File: config.mk
export PLATFORM = sky130hd
export DESIGN_NAME = umicro_sequencer
export DESIGN_NICKNAME = d
export VERILOG_FILES = /design/src/rtl/umicro_sequencer.sv
export SDC_FILE = /design/constraint.sdc
export NUM_CORES = 1
export LEC_CHECK = 0
export CORE_ASPECT_RATIO = 1.4
export CORE_MARGIN = 3
export CORE_UTILIZATION = 44
export DETAILED_ROUTE_END_ITERATION = 8
export PLACE_DENSITY = 0.84
export SYNTH_ARGS = -nofsm -noshare
export SYNTH_HDL_FRONTEND = slang
export SYNTH_SLANG_ARGS = --single-unit
export TNS_END_PERCENT = 10
File: constraint.sdc
create_clock -name uMicroSeq_CLOCK_50 -period 2.3 [get_ports uMicroSeq_CLOCK_50]
set_clock_uncertainty 0.2 [all_clocks]
set_input_delay 0.345 -clock uMicroSeq_CLOCK_50 [delete_from_list [all_inputs] [get_ports uMicroSeq_CLOCK_50]]
set_output_delay 0.345 -clock uMicroSeq_CLOCK_50 [all_outputs]
set_load 0.01 [all_outputs]
File: src/rtl/umicro_sequencer.sv
// umicro_sequencer: ARC control-store sequencer with CSAR/MIR, COND branching,
// decode dispatch and a memory-wait handshake.
module umicro_sequencer #(
    parameter int DATAWIDTH_MIR = 41,
    parameter int DATAWIDTH_CS_ADDR = 11,
    parameter int DATAWIDTH_REG_SEL = 6,
    parameter int DATAWIDTH_ALU_SEL = 4
) (
    input  logic                         uMicroSeq_CLOCK_50,
    input  logic                         uMICROSEQ_RESET_InHigh,
    output logic [DATAWIDTH_CS_ADDR-1:0] uMicroSeq_CS_Addr_Out,
    input  logic [DATAWIDTH_MIR-1:0]     uMicroSeq_CS_Data_In,
    input  logic                         uMicroSeq_Negative_InLow,
    input  logic                         uMicroSeq_Zero_InLow,
    input  logic                         uMicroSeq_Overflow_InLow,
    input  logic                         uMicroSeq_Carry_InLow,
    input  logic [7:0]                   uMicroSeq_op_In,
    input  logic                         uMicroSeq_IR13_In,
    input  logic                         uMicroSeq_Mem_Ready_In,
    output logic [DATAWIDTH_REG_SEL-1:0] uMicroSeq_A_MUX_MIR_Bus,
    output logic [DATAWIDTH_REG_SEL-1:0] uMicroSeq_B_MUX_MIR_Bus,
    output logic [DATAWIDTH_REG_SEL-1:0] uMicroSeq_C_MUX_MIR_Bus,
    output logic                         uMicroSeq_A_Select_MUX_MIR,
    output logic                         uMicroSeq_B_Select_MUX_MIR,
    output logic                         uMicroSeq_C_Select_MUX_MIR,
    output logic [DATAWIDTH_ALU_SEL-1:0] uMicroSeq_ALUSelection_Out,
    output logic                         uMicroSeq_RD_Out,
    output logic                         uMicroSeq_WR_Out,
    output logic                         uMicroSeq_C_Write_Enable_Out,
    output logic                         uMicroSeq_Set_Codes_Out
);
    typedef enum logic [1:0] {LOAD, EXEC, WAIT} state_t;
    state_t state_q, state_d;
    logic [DATAWIDTH_CS_ADDR-1:0] csar_q, csar_d, next_addr;
    logic [DATAWIDTH_MIR-1:0] mir_q, mir_d;
    logic mir_rd, mir_wr, mem_op, done, taken;
    logic [2:0] cond;
    logic [7:0] cond_hit;

    assign uMicroSeq_A_MUX_MIR_Bus    = mir_q[40:35];
    assign uMicroSeq_A_Select_MUX_MIR = mir_q[34];
    assign uMicroSeq_B_MUX_MIR_Bus    = mir_q[33:28];
    assign uMicroSeq_B_Select_MUX_MIR = mir_q[27];
    assign uMicroSeq_C_MUX_MIR_Bus    = mir_q[26:21];
    assign uMicroSeq_C_Select_MUX_MIR = mir_q[20];
    assign uMicroSeq_ALUSelection_Out = mir_q[17:14];
    assign uMicroSeq_CS_Addr_Out      = csar_q;
    assign mir_rd = mir_q[19];
    assign mir_wr = mir_q[18];
    assign cond   = mir_q[13:11];
    assign mem_op = mir_rd | mir_wr;
    // Bit i is the branch condition for COND=i; flags arrive active-low.
    assign cond_hit = {2'b11, uMicroSeq_IR13_In, ~uMicroSeq_Carry_InLow, ~uMicroSeq_Overflow_InLow,
                       ~uMicroSeq_Zero_InLow, ~uMicroSeq_Negative_InLow, 1'b0};
    assign taken = cond_hit[cond];
    assign next_addr = (cond == 3'd7) ? {1'b1, uMicroSeq_op_In, 2'b00}
                     : taken ? mir_q[10:0] : csar_q + 1'b1;
    // Illegal RD+WR microwords are treated as reads only.
    assign uMicroSeq_RD_Out = (state_q != LOAD) & mir_rd;
    assign uMicroSeq_WR_Out = (state_q != LOAD) & mir_wr & ~mir_rd;
    assign uMicroSeq_C_Write_Enable_Out = done & ~uMICROSEQ_RESET_InHigh & (|mir_q[26:21]);
    assign uMicroSeq_Set_Codes_Out = done & ~uMICROSEQ_RESET_InHigh & (mir_q[17:14] < 4'd4);

    always_comb begin
        state_d = state_q;
        mir_d = mir_q;
        done = 1'b0;
        case (state_q)
            LOAD: begin
                mir_d = uMicroSeq_CS_Data_In;
                state_d = EXEC;
            end
            EXEC: begin
                done = ~mem_op;
                state_d = mem_op ? WAIT : LOAD;
            end
            WAIT: begin
                done = uMicroSeq_Mem_Ready_In;
                state_d = uMicroSeq_Mem_Ready_In ? LOAD : WAIT;
            end
            default: state_d = LOAD;
        endcase
        csar_d = done ? next_addr : csar_q;
    end

    always_ff @(posedge uMicroSeq_CLOCK_50) begin
        if (uMICROSEQ_RESET_InHigh) begin
            state_q <= LOAD;
            csar_q <= '0;
            mir_q <= '0;
        end else begin
            state_q <= state_d;
            csar_q <= csar_d;
            mir_q <= mir_d;
        end
    end
endmodule

## Word-level counts from Yosys, hierarchy flattened

Index checks and enable logic that the tools add are counted.

- Add/sub/neg operators: 1
- $mul: 0
- Divide/modulo/power cells: 0
- Order comparisons: 2
- Eq/ne operators: 3
- Shift-type cells: 0
- Muxes and demuxes: 8
- Bitwise operators: 14
- Reduce and logical (&&, ||, !) cells: 3

Operators with widths:

| operator | number |
|---|---|
| 11-bit two-way mux | 2 |
| 11-bit by 1-bit adder with 11-bit output, second input constant | 1 |
| 1-bit NOT | 7 |
| 1-bit AND | 6 |
| 2-bit one-hot mux with 3 select lines | 1 |
| 6-bit OR reduction | 1 |
| 3-bit by 4-bit < comparator with 1-bit output, second input constant | 1 |
| 4-bit by 3-bit < comparator with 1-bit output, second input constant | 1 |
| 2-bit two-way mux | 2 |
| 1-bit binary-select mux with 3-bit select | 1 |
| 3-bit equality test, second input constant | 1 |
| 2-bit by 1-bit equality test with 1-bit output, second input constant | 1 |
| 2-bit equality test, second input constant | 1 |
| 2-bit logical NOT | 1 |
| 1-bit one-hot mux with 2 select lines | 1 |
| 2-bit nonzero test | 1 |
| 1-bit two-way mux | 1 |
| 1-bit OR | 1 |

- Flip-flop bits (word level): 54
- Bits in latches: 0
- Bits in writable memories: 0
- ROM bits: 0
- Bits of input ports: 57
- Output and inout bits: 40
- Logic and storage cells: 34
- Memories kept: 0

## Depth between registers and ports, before layout

Gate-level depths: netlist of the first run.

- Depth in word-level cells: 5
- Depth in mapped cells: 7
- Depth with buffers taken out: 7

## Worst setup path before layout of the first run

No wires, ideal clock.

- Kind: register to output
- Start point: reg state_q[1]
- End point: out uMicroSeq_Set_Codes_Out
- Data arrival time: 1.416 ns
- Data required time: 1.755 ns
- Setup slack: 0.339 ns
- Stages on the path, launching flop included: 7
- Buffers on the path: 1
- Cells stage by stage: dfxtp_1 -> inv_1 -> ha_1 -> nor3b_1 -> o21ai_1 -> clkbuf_1 -> nor4_1

- Word-level cells in the longest chain between the ends: 4
- Elaborated cells between the ends (all ways): 5
- Classes of those cells: eq/ne (2); mux (1); bitwise (2)

RTL lines:

| element | RTL line | source |
|---|---|---|
| from (decl) | 33 | `state_t state_q, state_d;` |
| from (signal assigned) | 92 | `state_q <= state_d;` |
| 2-bit equality test / 2-bit by 1-bit equality test with 1-bit output (equally long branches) | 68 | `case (state_q)` |
| 1-bit one-hot mux with 2 select lines * | 68 |  |
| 1-bit AND * (2 in series) | 62 | `assign uMicroSeq_Set_Codes_Out = done & ~uMICROSEQ_RESET_InHigh & (mir_q[17:14] < 4'd4);` |
| to (decl) | 30 | `output logic uMicroSeq_Set_Codes_Out` |

Every way passes the cells marked *; elsewhere a longest branch is shown, timed or not.

## Final worst setup path of the first run

- Start point: reg state_q[1]
- End point: out uMicroSeq_RD_Out

- Word-level cells in the longest chain between the ends: 2

RTL lines:

| element | RTL line | source |
|---|---|---|
| 2-bit nonzero test | 59 | `assign uMicroSeq_RD_Out = (state_q != LOAD) & mir_rd;` |
| 1-bit AND | 59 |  |
| to (decl) | 27 | `output logic uMicroSeq_RD_Out,` |

No other way between the ends.

==> results of run 1 <==
[metal layers]
layer,up-vias,GRT usage,share of wire
li1,1075,-,-
met1,1047,0.2046,0.38
met2,76,0.3297,0.53
met3,7,0.06061,0.076
met4,0,0.06230,0.010
met5,-,0,0
[worst max-delay path: stages, from the launching register on]
cell	delay, ps
dfxtp_1	380
inv_1	80
ha_2	190
nor2b_1	160
clkdlybuf4s50_1	570
[kinds of logic (layout without fill, tap and decap cells)]
logic type	Yosys count	count (layout)	share of synthesized area
fa+ha+maj	5	5	0.02441
flops	54	54	0.4219
xor+xnor	9	9	0.03076
buf+inv	43	121	0.09961
compound gates	30	30	0.08008
simple gates	86	86	0.1558
mux	48	48	0.1875
[sequential cells by signal (all words and copies together), names as in the netlist]
register,cells
mir_q,41
uMicroSeq_CS_Addr_Out,11
state_q,2
[what timing repair did]
| action | CTS | global route |
|---|---|---|
| endpoints found under the setup margin | 3 | 2 |
| pin swaps | 1 | 1 |
| hold buffers | 0 | 0 |
| gates resized for setup | 6 | 6 |
[cell usage in the layout, fill, tap and decap left out, types with 2 or more instances in the layout]
master,n
buf_4,9
clkdlybuf4s50_1,92
ha_1,4
and3_1,6
nor3_1,5
mux2i_1,48
or3_1,3
a2111oi_2,2
a21oi_1,9
dfxtp_1,54
nor2b_1,2
nor2_1,44
clkbuf_8,5
o21ai_0,5
nand2_1,7
nand4_1,2
xor2_1,3
o22ai_1,5
nand2b_1,3
inv_1,8
nand3_1,7
xnor2_1,6
[power by group through the flow]
stage | sequential [mW] | combinational [mW] | clock (mW)
final | 1.07 | 0.521 | 0.634
after global routing | 1.08 | 0.569 | 0.682
after detailed placement | 1.08 | 0.517 | 0
after global placement | 1.08 | 0.505 | 0
after floorplan | 1.08 | 0.313 | 0
after CTS | 1.07 | 0.521 | 0.650
[final cells by class]
| cell class | instances | area share |
|---|---|---|
| repair buffers | 105 | 0.2837 |
| clock inverters | 2 | 0.01047 |
| clock buffers | 6 | 0.02024 |
| inverters | 8 | 0.008374 |
| well taps | 68 | 0.02373 |
| flip-flops and latches | 54 | 0.3015 |
| multi-input cells | 178 | 0.3521 |
[worst paths after layout]
kind	startpoint	end	slack [ps]	depth (start not counted)
hold / removal	mir_q[15]	mir_q[15]	300	2
hold reg to reg	mir_q[15]	mir_q[15]	300	2
setup reg to reg	state_q[0]	uMicroSeq_CS_Addr_Out[9]	240	8
setup / recovery	state_q[1]	uMicroSeq_RD_Out	70	4
==> results.toml, run 1 <==
[run_status]
outcome = "complete, no violations"

[route]
wl_um = 6104
drtAntennaViolNets = 0
drtIter0Drc = 133
viasPerCell = 5.238
drc = 0
firstDrtPassIters = 4
routed-via-count = 2205
wl_per_cell_um = 14.50

[floorplan]
chipHeight_um = 96.30
io_pins = 97
rows = 32
core_um2 = 5565
start_util = 0.4604
die_x_um = 70.50
die_area_um2 = 6788

[yosys]
synth.distinct_cells = 37
synth_top_area_cell = "dfxtp_1"
ys_warn_count = 0
synthTopCellsByCount = "dfxtp_1, mux2i_1, nor2_1, buf_4, a21oi_1"
ys_seq_area_frac = 0.4219
synth_ff_type = "dfxtp_1"
synth_fp_nets = 337
synth_edf_count = 0
ys_async_sr_fraction = 0
netlist_area_um2 = 2562
ys_ff_latch = 54
netlist_top_cells_area = "dfxtp_1, mux2i_1, buf_4"
synth_top_cell_area_share = 0.4219
synth_cells = 275
syn_area_per_cell_um2 = 9.318
synth.most_common_cell = "dfxtp_1"

[power_and_ir_drop]
swShare = 0.2624
p_per_area_nw_per_um2 = 619.3
combPwrFrac = 0.235
cellLeakagePower_nw = 1.517
internal_power_mw = 1.638
pwr-share-seq = 0.480
p_sw_uw = 582.8
irDropWorstVdd_v = 0.0004895
power_mw = 2.221
p_clk_frac = 0.285

[global_routing]
track_usage = 0.1843
grt_max_degree = 52
antenna_found_initial = 0
grt_pass1_wl_um = 10160
grt.overflow.total = 0
grt_pass1_vias = 2263

[layout]
multi_input_area_um2 = 1262
num_antenna_cells = 0
final_util = 0.6443
area_growth_pct = 39.94
layout.nets = 414
postLayoutCellArea_um2 = 3586
layout-drive-gt1-share = 0.07649
regArea_um2 = 1081
fillers = 491
fin_cells = 421

[timing]
finalSetupTns_ps = 0
final-hold-violation-count = 0
drv_slew = 0
max_slew_margin = 0.6373
fin_ws_ps = 72.33
final.min_clock_period_ps = 2228
post-route-period-util = 0.9686
worst_slew_pin_slew_ps = 544.0
max_freq_ghz = 0.4489
setup_viol = 0
holdWs_ps = 302.0

[placement]
portBuffers = 96
hpwl_um = 4595
gp_congestion = 0.8500
dp_slack_ps = -141.8
placed_cell_area_um2 = 3448
place_inst = 413

[worst_setup_path]
cp.required_ps = 1750
cp-end-kind = "primary output"
critPathKind = "flip-flop to primary output"
crit_fanout = 4
cp.arrival_ps = 1680
critPathLaunchType = "flip-flop"

[clock_network]
cts_root_buf = "clkbuf_8"
cts_buffers = 5
clk_latency_ps = 300
cts_setup_buffers = 0
cts.sinks = 54
cts_tree = "built"
path_clk_slew_ps = 90
clock_path_buffers = 2
h-tree-depth = 2

[job]
maxCapViolations = 0

[min_path]
hold_class = "flip-flop to flip-flop"
Note: power is estimated with default switching activity, not from simulation.
==> inputs of run 2 (changes only) <==
--- a/config.mk
+++ b/config.mk
@@ -5,7 +5,7 @@
 export SDC_FILE = /design/constraint.sdc
 export NUM_CORES = 1
 export LEC_CHECK = 0
-export CORE_ASPECT_RATIO = 1.4
+export CORE_ASPECT_RATIO = 0.6
 export CORE_MARGIN = 3
 export CORE_UTILIZATION = 44
 export DETAILED_ROUTE_END_ITERATION = 8
@@ -13,4 +13,3 @@
 export SYNTH_ARGS = -nofsm -noshare
 export SYNTH_HDL_FRONTEND = slang
 export SYNTH_SLANG_ARGS = --single-unit
-export TNS_END_PERCENT = 10
==> run 2 against run 1 <==
Against the previous run:
- cell area shrank 0.31%
- global-route usage grew 0.36 points
- highest routed layer unchanged
- clock power grew 1%
==> results.toml, run 2 (synthesized netlist as in run 1, its figures left out) <==
[timing]
drv_slew = 0
post-route-period-util = 0.9634
max_slew_margin = 0.6367
holdWs_ps = 299.0
worst_slew_pin_slew_ps = 544.9
rsz0062_at_grt = "false"
final-hold-violation-count = 0
setup_viol = 0
max_freq_ghz = 0.4513
final.min_clock_period_ps = 2216

[floorplan]
core_um2 = 5330
chipHeight_um = 65.11
die_x_um = 104.5
die_area_um2 = 6805
start_util = 0.4808
io_pins = 97
rows = 20

[power_and_ir_drop]
p_per_area_nw_per_um2 = 622.0
irDropWorstVdd_v = 0.0003091
p_sw_uw = 566.9
pwr-share-seq = 0.479
cellLeakagePower_nw = 1.513
internal_power_mw = 1.657
p_clk_frac = 0.288
power_mw = 2.224
combPwrFrac = 0.233
swShare = 0.2550

[layout]
layout.nets = 413
largest_reg_flops = 41
area_growth_pct = 39.50
final_common_cell = "clkdlybuf4s50_1"
layout_common_cells = "clkdlybuf4s50_1, dfxtp_1, mux2i_1, nor2_1, a21oi_1"
num_antenna_cells = 0
layout-drive-gt1-share = 0.07123
regMostFlops = "mir_q"

[placement]
portBuffers = 96
gp_congestion = 0.8515
hpwl_um = 4641

[worst_setup_path]
cp.required_ps = 1750
critPathLaunchType = "flip-flop"
crit_fanout = 4
crit_start = "state_q[1]"
cp-end-kind = "primary output"
critPathKind = "flip-flop to primary output"
r2r_start = "state_q[1]"
cp.arrival_ps = 1670

[route]
wl_per_cell_um = 14.71
drc = 0
firstDrtPassIters = 4
routed-via-count = 2148
drtIter0Drc = 75
viasPerCell = 5.019
drtAntennaViolNets = 0
wl_um = 6296

[global_routing]
grt_pass1_vias = 2226
grt_max_degree = 34
grt_pass1_wl_um = 10470
grt.overflow.total = 0
track_usage = 0.1879
antenna_found_initial = 0

[min_path]
min_from = "uMICROSEQ_RESET_InHigh"
hold_class = "primary input to flip-flop"

[run_status]
outcome = "complete, no violations"

[clock_network]
path_clk_slew_ps = 100
clock_path_buffers = 2
h-tree-depth = 2
cts_setup_buffers = 0
cts_tree = "built"
cts_buffers = 5
cts_root_buf = "clkbuf_8"
ctsHoldBuffers = 0
clk_latency_ps = 300
cts.sinks = 54

[job]
maxCapViolations = 0
-- run 2: final cells by class --
class	count	area [um^2]
Clock buffer	6	82.58
Sequential cell	54	1082
Clock inverter	1	30.03
Fill cell	453	1755
Multi-Input combinational cell	178	1244
Tap cell	77	96.34
Inverter	8	30.03
Timing Repair Buffer	104	1010
-- run 2: what timing repair did --
action	in CTS	in global routing
endpoints found under the setup margin	3	2
pin swaps	0	1
endpoints found under the hold margin	0	0
resized for setup	5	6
-- run 2: critical path, stage by stage, from the launching register on --
cell and delay, ps:
dfxtp_1 390, inv_1 90, ha_2 200, nor2b_1 150, clkdlybuf4s50_1 560
-- run 2: power groups by stage --
stage | clock network, mW | registers [mW] | logic (mW)
floorplan | 0 | 1.08 | 0.313
global placement | 0 | 1.08 | 0.501
detailed placement | 0 | 1.08 | 0.514
CTS | 0.657 | 1.06 | 0.518
global route | 0.699 | 1.08 | 0.561
finish | 0.641 | 1.07 | 0.517
-- run 2: metal layers --
metal,vias to the layer above,part of all wire,GRT usage,wire [um]
met5,-,0,0,0
met2,86,0.46,0.3095,2878
met1,985,0.43,0.2270,2699
met3,2,0.11,0.08832,703
met4,0,0.0022,0.03814,14
li1,1075,-,-,-
-- run 2: final timing paths --
check | to | slack [ps] | cells after the start
max | uMicroSeq_RD_Out | 80 | 4
min | mir_q[22] | 300 | 3
max reg2reg | uMicroSeq_CS_Addr_Out[9] | 210 | 8
min reg2reg | mir_q[14] | 300 | 2
-- run 2: through the flow --
stage          instance area (um^2)  TNS (ps)  cells  utilization  setup slack [ps]
2_1_floorplan                  2562         0    275            -             339.0
3_3_place_gp                   3452    -182.9    421       0.6477            -113.7
3_5_place_dp                   3452    -424.5    421       0.6477            -123.1
4_1_cts                        3570         0    428       0.6697             43.32
5_1_grt                        3575         0    428       0.6707             2.857
6_report                       3575         0    428       0.6707             84.14
